$ cat config.mk
export PLATFORM = sky130hd
export DESIGN_NAME = lsu_dtag_perr_ctl
export DESIGN_NICKNAME = d
export VERILOG_FILES = /design/src/rtl/lsu_dtag_perr_pkg.sv /design/src/rtl/lsu_dtag_perr_ctl_log.sv /design/src/rtl/lsu_dtag_perr_ctl.sv
export SDC_FILE = /design/constraint.sdc
export NUM_CORES = 1
export LEC_CHECK = 0
export ABC_AREA = 1
export ABC_CLOCK_PERIOD_IN_PS = 1600
export BUFFER_PORTS_ARGS = -buffer_cell sky130_fd_sc_hd__clkbuf_2
export CAP_MARGIN = 20
export CORE_ASPECT_RATIO = 2
export CORE_MARGIN = 2
export CORE_UTILIZATION = 40
export CTS_BUF_LIST = sky130_fd_sc_hd__clkbuf_16
export DETAILED_ROUTE_END_ITERATION = 8
export GPL_TIMING_DRIVEN = 1
export PLACE_DENSITY = 0.8
export SLEW_MARGIN = 15
export SYNTH_ARGS = -nofsm -noshare
export SYNTH_HDL_FRONTEND = slang
export SYNTH_HIERARCHICAL = 1
export SYNTH_SLANG_ARGS = --single-unit
$ cat constraint.sdc
create_clock -name rclk -period 1.6 [get_ports rclk]
set_clock_uncertainty 0.2 [all_clocks]
set_input_delay 0.08 -clock rclk [delete_from_list [all_inputs] [get_ports rclk]]
set_output_delay 0.08 -clock rclk [all_outputs]
set_load 0.05 [all_outputs]
$ cat src/rtl/lsu_dtag_perr_pkg.sv
// Shared definitions for the L1D tag parity-error controller.
// LSU_DTAG_PERR_CNT_EN (in the log sub-module) enables the saturating error counter.
package lsu_dtag_perr_pkg;

  localparam int unsigned WAYS_DEF  = 4;
  localparam int unsigned IDX_W_DEF = 7;
  localparam int unsigned CNT_W     = 8;

  typedef enum logic {
    ST_IDLE = 1'b0,
    ST_INV  = 1'b1
  } perr_state_e;

  function automatic logic [CNT_W-1:0] cnt_sat_inc(input logic [CNT_W-1:0] c);
    return (c == '1) ? c : c + CNT_W'(1);
  endfunction

endpackage

$ cat src/rtl/lsu_dtag_perr_ctl_log.sv
// Sticky tag-parity error log plus optional error counter.
// Counter is built only with LSU_DTAG_PERR_CNT_EN; otherwise perr_cnt is tied to zero.
module lsu_dtag_perr_log
  import lsu_dtag_perr_pkg::*;
#(
  parameter int unsigned WAYS  = WAYS_DEF,
  parameter int unsigned IDX_W = IDX_W_DEF
) (
  input  logic             clk,
  input  logic             reset,
  input  logic             det,
  input  logic [IDX_W-1:0] det_idx,
  input  logic [WAYS-1:0]  det_way,
  input  logic             log_clr,
  output logic             log_vld,
  output logic [IDX_W-1:0] log_idx,
  output logic [WAYS-1:0]  log_way,
  output logic             log_ovf,
  output logic [CNT_W-1:0] cnt
);

  logic             vld_q, vld_d;
  logic             ovf_q, ovf_d;
  logic [IDX_W-1:0] idx_q, idx_d;
  logic [WAYS-1:0]  way_q, way_d;

  // A clear in the same cycle as a detection behaves as if the log were empty,
  // so the new entry loads and overflow drops.
  always_comb begin
    vld_d = vld_q;
    ovf_d = ovf_q;
    idx_d = idx_q;
    way_d = way_q;
    if (det) begin
      if (log_clr || !vld_q) begin
        vld_d = 1'b1;
        ovf_d = 1'b0;
        idx_d = det_idx;
        way_d = det_way;
      end else begin
        ovf_d = 1'b1;
      end
    end else if (log_clr) begin
      vld_d = 1'b0;
      ovf_d = 1'b0;
    end
  end

  always_ff @(posedge clk) begin
    if (reset) begin
      vld_q <= 1'b0;
      ovf_q <= 1'b0;
      idx_q <= '0;
      way_q <= '0;
    end else begin
      vld_q <= vld_d;
      ovf_q <= ovf_d;
      idx_q <= idx_d;
      way_q <= way_d;
    end
  end

  assign log_vld = vld_q;
  assign log_ovf = ovf_q;
  assign log_idx = idx_q;
  assign log_way = way_q;

`ifdef LSU_DTAG_PERR_CNT_EN
  logic [CNT_W-1:0] cnt_q, cnt_d;

  always_comb begin
    cnt_d = cnt_q;
    if (det) begin
      cnt_d = log_clr ? CNT_W'(1) : cnt_sat_inc(cnt_q);
    end else if (log_clr) begin
      cnt_d = '0;
    end
  end

  always_ff @(posedge clk) begin
    if (reset) begin
      cnt_q <= '0;
    end else begin
      cnt_q <= cnt_d;
    end
  end

  assign cnt = cnt_q;
`else
  assign cnt = '0;
`endif

endmodule

$ cat src/rtl/lsu_dtag_perr_ctl.sv
// L1D tag parity-error controller: detects errors, issues one invalidate at a time,
// traps, and logs. LSU_DTAG_PERR_CNT_EN enables the error counter in the log.
module lsu_dtag_perr_ctl
  import lsu_dtag_perr_pkg::*;
#(
  parameter int unsigned WAYS  = WAYS_DEF,
  parameter int unsigned IDX_W = IDX_W_DEF
) (
  input  logic             rclk,
  input  logic             reset,
  input  logic             dtag_perr_chk_vld_g,
  input  logic [WAYS-1:0]  lsu_rd_dtag_parity_g,
  input  logic [WAYS-1:0]  dva_vld_g,
  input  logic [IDX_W-1:0] dtag_idx_g,
  input  logic             dtag_perr_en,
  output logic             perr_inv_req,
  output logic [IDX_W-1:0] perr_inv_idx,
  output logic [WAYS-1:0]  perr_inv_way,
  input  logic             perr_inv_ack,
  output logic             perr_trap_g,
  output logic             perr_busy,
  output logic             perr_log_vld,
  output logic [IDX_W-1:0] perr_log_idx,
  output logic [WAYS-1:0]  perr_log_way,
  output logic             perr_log_ovf,
  input  logic             perr_log_clr,
  output logic [CNT_W-1:0] perr_cnt
);

  perr_state_e      state_q, state_d;
  logic [IDX_W-1:0] inv_idx_q, inv_idx_d;
  logic [WAYS-1:0]  inv_way_q, inv_way_d;
  logic             trap_q, trap_d;
  logic [WAYS-1:0]  err_way;
  logic             det;

  assign err_way = lsu_rd_dtag_parity_g & dva_vld_g;
  assign det     = dtag_perr_chk_vld_g & dtag_perr_en & (|err_way);

  // Detections while INV only trap and log; the pending target is never replaced,
  // and an exiting ack makes a same-cycle detection skip the invalidate.
  always_comb begin
    state_d   = state_q;
    inv_idx_d = inv_idx_q;
    inv_way_d = inv_way_q;
    trap_d    = det;
    unique case (state_q)
      ST_IDLE: begin
        if (det) begin
          state_d   = ST_INV;
          inv_idx_d = dtag_idx_g;
          inv_way_d = err_way;
        end
      end
      ST_INV: begin
        if (perr_inv_ack) state_d = ST_IDLE;
      end
      default: state_d = ST_IDLE;
    endcase
  end

  always_ff @(posedge rclk) begin
    if (reset) begin
      state_q   <= ST_IDLE;
      inv_idx_q <= '0;
      inv_way_q <= '0;
      trap_q    <= 1'b0;
    end else begin
      state_q   <= state_d;
      inv_idx_q <= inv_idx_d;
      inv_way_q <= inv_way_d;
      trap_q    <= trap_d;
    end
  end

  assign perr_inv_req = (state_q == ST_INV);
  assign perr_busy    = (state_q == ST_INV);
  assign perr_inv_idx = inv_idx_q;
  assign perr_inv_way = inv_way_q;
  assign perr_trap_g  = trap_q;

  lsu_dtag_perr_log #(
    .WAYS  (WAYS),
    .IDX_W (IDX_W)
  ) u_log (
    .clk     (rclk),
    .reset   (reset),
    .det     (det),
    .det_idx (dtag_idx_g),
    .det_way (err_way),
    .log_clr (perr_log_clr),
    .log_vld (perr_log_vld),
    .log_idx (perr_log_idx),
    .log_way (perr_log_way),
    .log_ovf (perr_log_ovf),
    .cnt     (perr_cnt)
  );

endmodule

# Word level (Yosys, flattened, before mapping)
# Index checks and enable logic that the tools add are counted.
# W data, S select, Z words.
totals:
  elab_cells: 28
  output_inout_bits: 35
  input_bits: 21
  reg_bits: 26
classes:
  reduce_logical: 7
  eq_ne: 1
  mux: 8
  n_bitwise: 4
op_table:
  columns: ["op", "count"]
  rows:
  - ["$mux W1", 7]
  - ["$reduce_and A2 Y1", 3]
  - ["$and A4 B4 Y4", 1]
  - ["$reduce_or A4 Y1", 1]
  - ["$and A1 B1 Y1", 2]
  - ["$ne A2 B1 Y1 const B", 1]
  - ["$pmux W1 S2", 1]
  - ["$reduce_bool A2 Y1", 1]
  - ["$logic_not A1 Y1", 1]
  - ["$logic_or A1 B1 Y1", 1]
  - ["$not A1 Y1", 1]

# Depth between registers and ports, before layout
logic_depth:
  ltp_word: 5
  depth_mapped: 10
  depth_no_buf: 9

# Modules after synthesis
# Netlist, hierarchy kept.
modules_own_cells:
  columns: ["module", "area_each_um2", "n_inst", "seq_area_each_um2", "cells_per_inst"]
  rows:
  - ["lsu_dtag_perr_log", 646.9, 1, 260.2, 90]
  - ["lsu_dtag_perr_ctl", 604.3, 1, 260.2, 95]

# Least setup slack after synthesis
# OpenSTA, ideal clock, no wires.
synth_path:
  path_kind: "register to register"
  startpoint: "register u_log.vld_q (netlist: u_log/log_vld)"
  endpoint: "register u_log.idx_q[0] (netlist: u_log/log_idx[0])"
  arrival_time_ns: 1.166
  required_ns: 1.283
  n_path_buf: 1
  period_less_slack_ns: 1.482
  slack_ns: 0.118
  path_stages_with_launch: 5
  setup_ns: 0.117
  cell_sequence: "dfxtp_1 > nand2_2 > buf_4 > a21oi_1 > nor2_1"
synth_between:
  elab_chain_len: 3
synth_rtl:
  columns: ["element", "line_no", "source"]
  rows:
  - ["start, declared", "lsu_dtag_perr_ctl_log.sv:22", "logic vld_q, vld_d;"]
  - ["start signal, assigned", "lsu_dtag_perr_ctl_log.sv:56", "vld_q <= vld_d;"]
  - ["$logic_not A1 Y1", "lsu_dtag_perr_ctl_log.sv:35", "if (log_clr || !vld_q) begin"]
  - ["$logic_or A1 B1 Y1", "lsu_dtag_perr_ctl_log.sv:35", null]
  - ["$reduce_and A2 Y1 (no source line)", null, null]
  - ["end signal, assigned", "lsu_dtag_perr_ctl_log.sv:58", "idx_q <= idx_d;"]
  - ["end, declared", "lsu_dtag_perr_ctl_log.sv:24", "logic [IDX_W-1:0] idx_q, idx_d;"]
# Every way passes these cells.
# A chain may end at the register's enable or synchronous reset.

# Worst setup path after layout
layout_path:
  startpoint: "input perr_log_clr"
  endpoint: "register u_log.way_q[2] (netlist: u_log/log_way[2])"
layout_between:
  elab_chain_len: 2
layout_rtl:
  columns: ["element", "line_no", "source"]
  rows:
  - ["start, declared", "lsu_dtag_perr_ctl.sv:26", "input logic perr_log_clr,"]
  - ["$logic_or A1 B1 Y1", "lsu_dtag_perr_ctl_log.sv:35", null]
  - ["$reduce_and A2 Y1 (no source line)", null, null]
  - ["end signal, assigned", "lsu_dtag_perr_ctl_log.sv:59", "way_q <= way_d;"]
  - ["end, declared", "lsu_dtag_perr_ctl_log.sv:25", "logic [WAYS-1:0] way_q, way_d;"]
# Every way passes these cells.

==> metrics.txt <==
# TYPE chip_impl_metric gauge
chip_impl_metric{name="die_height",unit="microns"} 83.1
chip_impl_info{name="tritoncts",value="built"} 1
chip_impl_metric{name="netSwitchingPower",unit="mW"} 0.549
chip_impl_metric{name="post-route-period-util",unit="%"} 87.0
chip_impl_metric{name="postSynthRegisterBits",unit=""} 26
chip_impl_metric{name="clockPowerShare",unit="%"} 31.7
chip_impl_metric{name="worst_ep_required_time",unit="ns"} 1.55
chip_impl_metric{name="p_int",unit="mW"} 1.15
chip_impl_metric{name="buffer_and_inverter_count_on_the_worst_path",unit=""} 3
chip_impl_metric{name="final_wl",unit="mm"} 2.73
chip_impl_metric{name="fmax",unit="GHz"} 0.718
chip_impl_metric{name="comb_power_share",unit="%"} 26.3
chip_impl_metric{name="router_iterations_before_antenna_repair",unit=""} 4
chip_impl_metric{name="numCtsBuffers",unit=""} 3
chip_impl_metric{name="p_seq_share",unit="%"} 42.0
chip_impl_metric{name="die-width",unit="microns"} 43.5
chip_impl_metric{name="register_area_share_after_synthesis",unit="%"} 41.6
chip_impl_metric{name="pwr_density_cell",unit="nW/um^2"} 1020
chip_impl_metric{name="post_synth_inst_count",unit=""} 185
chip_impl_metric{name="filler_cell_count",unit=""} 299
chip_impl_metric{name="syn_area",unit="sq um"} 1250
chip_impl_metric{name="worstPathArrival",unit="ns"} 1.34
chip_impl_metric{name="sw_frac_of_total",unit="%"} 32.3
chip_impl_info{name="min_from",value="dva_vld_g[1]"} 1
chip_impl_info{name="critical_path_cell_by_cell",value="dlygate4sd3_1 -> clkbuf_2 -> inv_2 -> nand2_2 -> nand3_1 -> nand2_1 -> nor2_1"} 1
chip_impl_metric{name="post-place-cells",unit=""} 253
chip_impl_metric{name="cts-htree-levels",unit=""} 1
chip_impl_metric{name="final_hold_viol_count",unit=""} 0
chip_impl_metric{name="first_iter_violations",unit=""} 23
chip_impl_metric{name="total_power",unit="mW"} 1.70
chip_impl_info{name="status",value="finished clean"} 1
chip_impl_metric{name="worstPathMaxFanout",unit=""} 23
chip_impl_metric{name="final_count_of_pins_violating_max_slew",unit=""} 0
chip_impl_metric{name="fin_setup_tns",unit="ns"} 0
chip_impl_metric{name="max_incr_delay_on_cp",unit="ns"} 0.53
chip_impl_metric{name="numPortBuffers",unit=""} 47
chip_impl_metric{name="antenna_violations_before_repair",unit=""} 0
chip_impl_metric{name="cts.clk_slew.worst_paths",unit="ns"} 0.06
chip_impl_metric{name="reported_max_cap_violation_count",unit=""} 0
chip_impl_metric{name="clkLatencyLatePin",unit="ns"} 0.25
chip_impl_metric{name="area_growth_from_synthesis_to_layout",unit="%"} 33.1
chip_impl_metric{name="timing.reg2reg.setup_slack",unit="ns"} 0.36
chip_impl_info{name="crit-reg2reg-capture",value="u_log/log_way[2]$_SDFFE_PP0P_"} 1
chip_impl_metric{name="hold_path_depth",unit=""} 5
chip_impl_metric{name="numClockSinks",unit=""} 26
chip_impl_metric{name="remaining_drc_errors",unit=""} 0
chip_impl_metric{name="layout.nets",unit=""} 262
chip_impl_metric{name="synth_area_per_cell",unit="sq um"} 6.76
chip_impl_metric{name="number_of_global_route_vias_before_repair",unit=""} 1102
chip_impl_info{name="timing.hold.worst_endpoint",value="perr_inv_way[1]$_SDFFE_PP0P_"} 1
chip_impl_metric{name="yosysWarningCount",unit=""} 6
chip_impl_info{name="reg_to_reg_startpoint",value="u_log/log_vld$_SDFFE_PP0P_"} 1
chip_impl_metric{name="grt_pass1_wl",unit="mm"} 4.49
chip_impl_metric{name="grt_remaining_overflow",unit=""} 0
chip_impl_info{name="worst_setup_path_start_kind",value="input port"} 1
chip_impl_metric{name="post_layout_utilization_of_the_core",unit="%"} 55.9
chip_impl_metric{name="post_synth_num_cell_types",unit=""} 16
chip_impl_metric{name="reg2reg_depth",unit=""} 4
chip_impl_metric{name="groute.usage.overall",unit="%"} 15.7
chip_impl_metric{name="placeableCoreArea",unit="sq um"} 2980
chip_impl_metric{name="cts-root-to-sink-buffers",unit=""} 2
chip_impl_metric{name="fraction_of_final_layout_cells_with_drive_strength_greater_than_1",unit="%"} 26.7
chip_impl_metric{name="dr_total_vias",unit=""} 1202
chip_impl_info{name="cts_root_buffer",value="sky130_fd_sc_hd__clkbuf_16"} 1
chip_impl_metric{name="fp.dieArea",unit="sq um"} 3620
chip_impl_metric{name="vias_per_std_cell",unit=""} 4.45
chip_impl_metric{name="place.detailed.hpwl",unit="mm"} 1.91
chip_impl_metric{name="antennaDiodeCount",unit=""} 0
chip_impl_info{name="top_library_cells_by_usage_in_the_layout_fill_and_taps_aside",value="47 x sky130_fd_sc_hd__clkbuf_2, 39 x sky130_fd_sc_hd__nand2_1, 34 x sky130_fd_sc_hd__nor2_1"} 1
chip_impl_metric{name="wl_per_cell",unit="microns"} 10.1
chip_impl_metric{name="pin_count_of_the_biggest_net_entering_global_routing",unit=""} 25
chip_impl_info{name="crit_type",value="input port to register"} 1
chip_impl_info{name="end_kind",value="register"} 1
chip_impl_info{name="timing.critical_path.max_delay_family",value="buffers and inverters"} 1
chip_impl_info{name="grt_setup_unrepaired",value="no"} 1
chip_impl_metric{name="report.final.setup_viol",unit=""} 0
chip_impl_metric{name="place.gp.congestion",unit=""} 0.810
chip_impl_metric{name="start_util",unit="%"} 42.0
chip_impl_info{name="min-delay-path-class",value="input port to register"} 1
chip_impl_metric{name="num_io_pins",unit=""} 56
chip_impl_metric{name="rows",unit=""} 28
chip_impl_metric{name="final-instance-count-excl-fill",unit=""} 270
chip_impl_info{name="final_common_cell",value="sky130_fd_sc_hd__clkbuf_2"} 1
chip_impl_info{name="critPathSlowestCell",value="sky130_fd_sc_hd__dlygate4sd3_1"} 1
chip_impl_metric{name="power.ir.vdd_worst",unit="V"} 0.000595
chip_impl_metric{name="min_period",unit="ns"} 1.39
chip_impl_metric{name="static-leakage-power",unit="nW"} 0.949
chip_impl_metric{name="postRouteAntennaNets",unit=""} 0
==> cell type report <==
cell class,count,area (sq um),share of cell area (%)
inverter,35,131,7.89
timing repair buffer,61,400,24.0
multi-input combinational,114,497,29.8
sequential,26,520,31.3
tap,30,37.5,2.25
clock inverter,1,3.75,0.225
clock buffer,3,75.1,4.51
==> power by group through the flow <==
| stage | combinational (mW) | sequential, mW | clock [mW] |
|---|---|---|---|
| after floorplan | 0.199 | 0.872 | 0 |
| after global placement | 0.406 | 0.727 | 0 |
| after detailed placement | 0.412 | 0.727 | 0 |
| after CTS | 0.435 | 0.713 | 0.565 |
| after global routing | 0.479 | 0.717 | 0.590 |
| final | 0.447 | 0.713 | 0.539 |
==> worst register-to-register path: cells and delay by family (launching register included) <==
kind             cells  cell delay, ns
DFF                  1            0.33
and+or+nand+nor      4            0.59
==> how the worst max path moves through the flow <==
stage	from	endpoint	slack (ns)	cells past startpoint
global placement	lsu_rd_dtag_parity_g[2]	u_log/log_idx[0]$_SDFFE_PP0P_	0.34	11
finish	perr_log_clr	u_log/log_way[2]$_SDFFE_PP0P_	0.21	7
detailed placement	lsu_rd_dtag_parity_g[0]	u_log/log_way[2]$_SDFFE_PP0P_	0.32	11
floorplan	u_log/log_vld$_SDFFE_PP0P_	u_log/log_idx[0]$_SDFFE_PP0P_	0.12	4
global route	perr_log_clr	u_log/log_idx[2]$_SDFFE_PP0P_	0.13	6
CTS	lsu_rd_dtag_parity_g[2]	u_log/log_ovf$_SDFFE_PP0P_	0.07	12
==> through the flow <==
step	hold WS (ns)	setup slack, ns	cell area, sq um
floorplan	-0.0576	0.118	1280
global placement	0.124	0.342	1440
detailed placement	0.127	0.315	1440
CTS	0.00888	0.0673	1640
global route	0.0415	0.132	1670
finish	0.0148	0.208	1670
==> cells in the mapped netlist <==
| cell | count | area share, % |
|---|---|---|
| sky130_fd_sc_hd__a21oi_2 | 1 | 0.70 |
| sky130_fd_sc_hd__nor2_1 | 34 | 10 |
| sky130_fd_sc_hd__buf_6 | 3 | 2.7 |
| sky130_fd_sc_hd__nand3_2 | 1 | 0.80 |
| sky130_fd_sc_hd__a21oi_1 | 13 | 5.2 |
| sky130_fd_sc_hd__or2_2 | 1 | 0.50 |
| sky130_fd_sc_hd__buf_4 | 12 | 7.2 |
| sky130_fd_sc_hd__nand2_1 | 41 | 12 |
| sky130_fd_sc_hd__nand3_4 | 1 | 1.4 |
| sky130_fd_sc_hd__inv_1 | 33 | 9.9 |
| sky130_fd_sc_hd__dfxtp_1 | 26 | 42 |
| sky130_fd_sc_hd__buf_2 | 2 | 0.80 |
| sky130_fd_sc_hd__conb_1 | 1 | 0.30 |
| sky130_fd_sc_hd__nand3_1 | 12 | 4.8 |
| sky130_fd_sc_hd__nand2_2 | 2 | 1.0 |
| sky130_fd_sc_hd__inv_2 | 2 | 0.60 |
==> registers in the layout, indices dropped and copies added (netlist names) <==
signal	count
u_log/log_vld	1
perr_trap_g	1
u_log/log_way	4
u_log/log_idx	7
perr_inv_way	4
u_log/log_ovf	1
perr_busy	1
perr_inv_idx	7
==> logic make-up (layout without fill, tap and decap cells) <==
group	after synthesis	in the layout	synth area share, %
buffers and inverters	52	100	21.2
AO/OA/AOI/OAI	14	14	5.90
other	1	8	0.300
flip-flops	26	26	41.6
AND/OR/NAND/NOR	92	92	31.0
==> repair_timing <==
action / 4_1_cts / 5_1_grt
endpoints found under the hold margin: 19 / 1
gates resized for setup: 0 / 4
setup endpoints to repair: 0 / 1
hold buffers: 12 / 1
buffers inserted: 0 / 0
==> layer usage <==
layer,vias to the layer above,wire (microns),global-route usage [%]
li1,637,-,-
met1,520,1050,16.5
met2,37,1470,27.8
met3,8,106,1.74
met4,0,97,9.64
met5,-,0,0
Note: power is estimated with default switching activity, not from simulation.
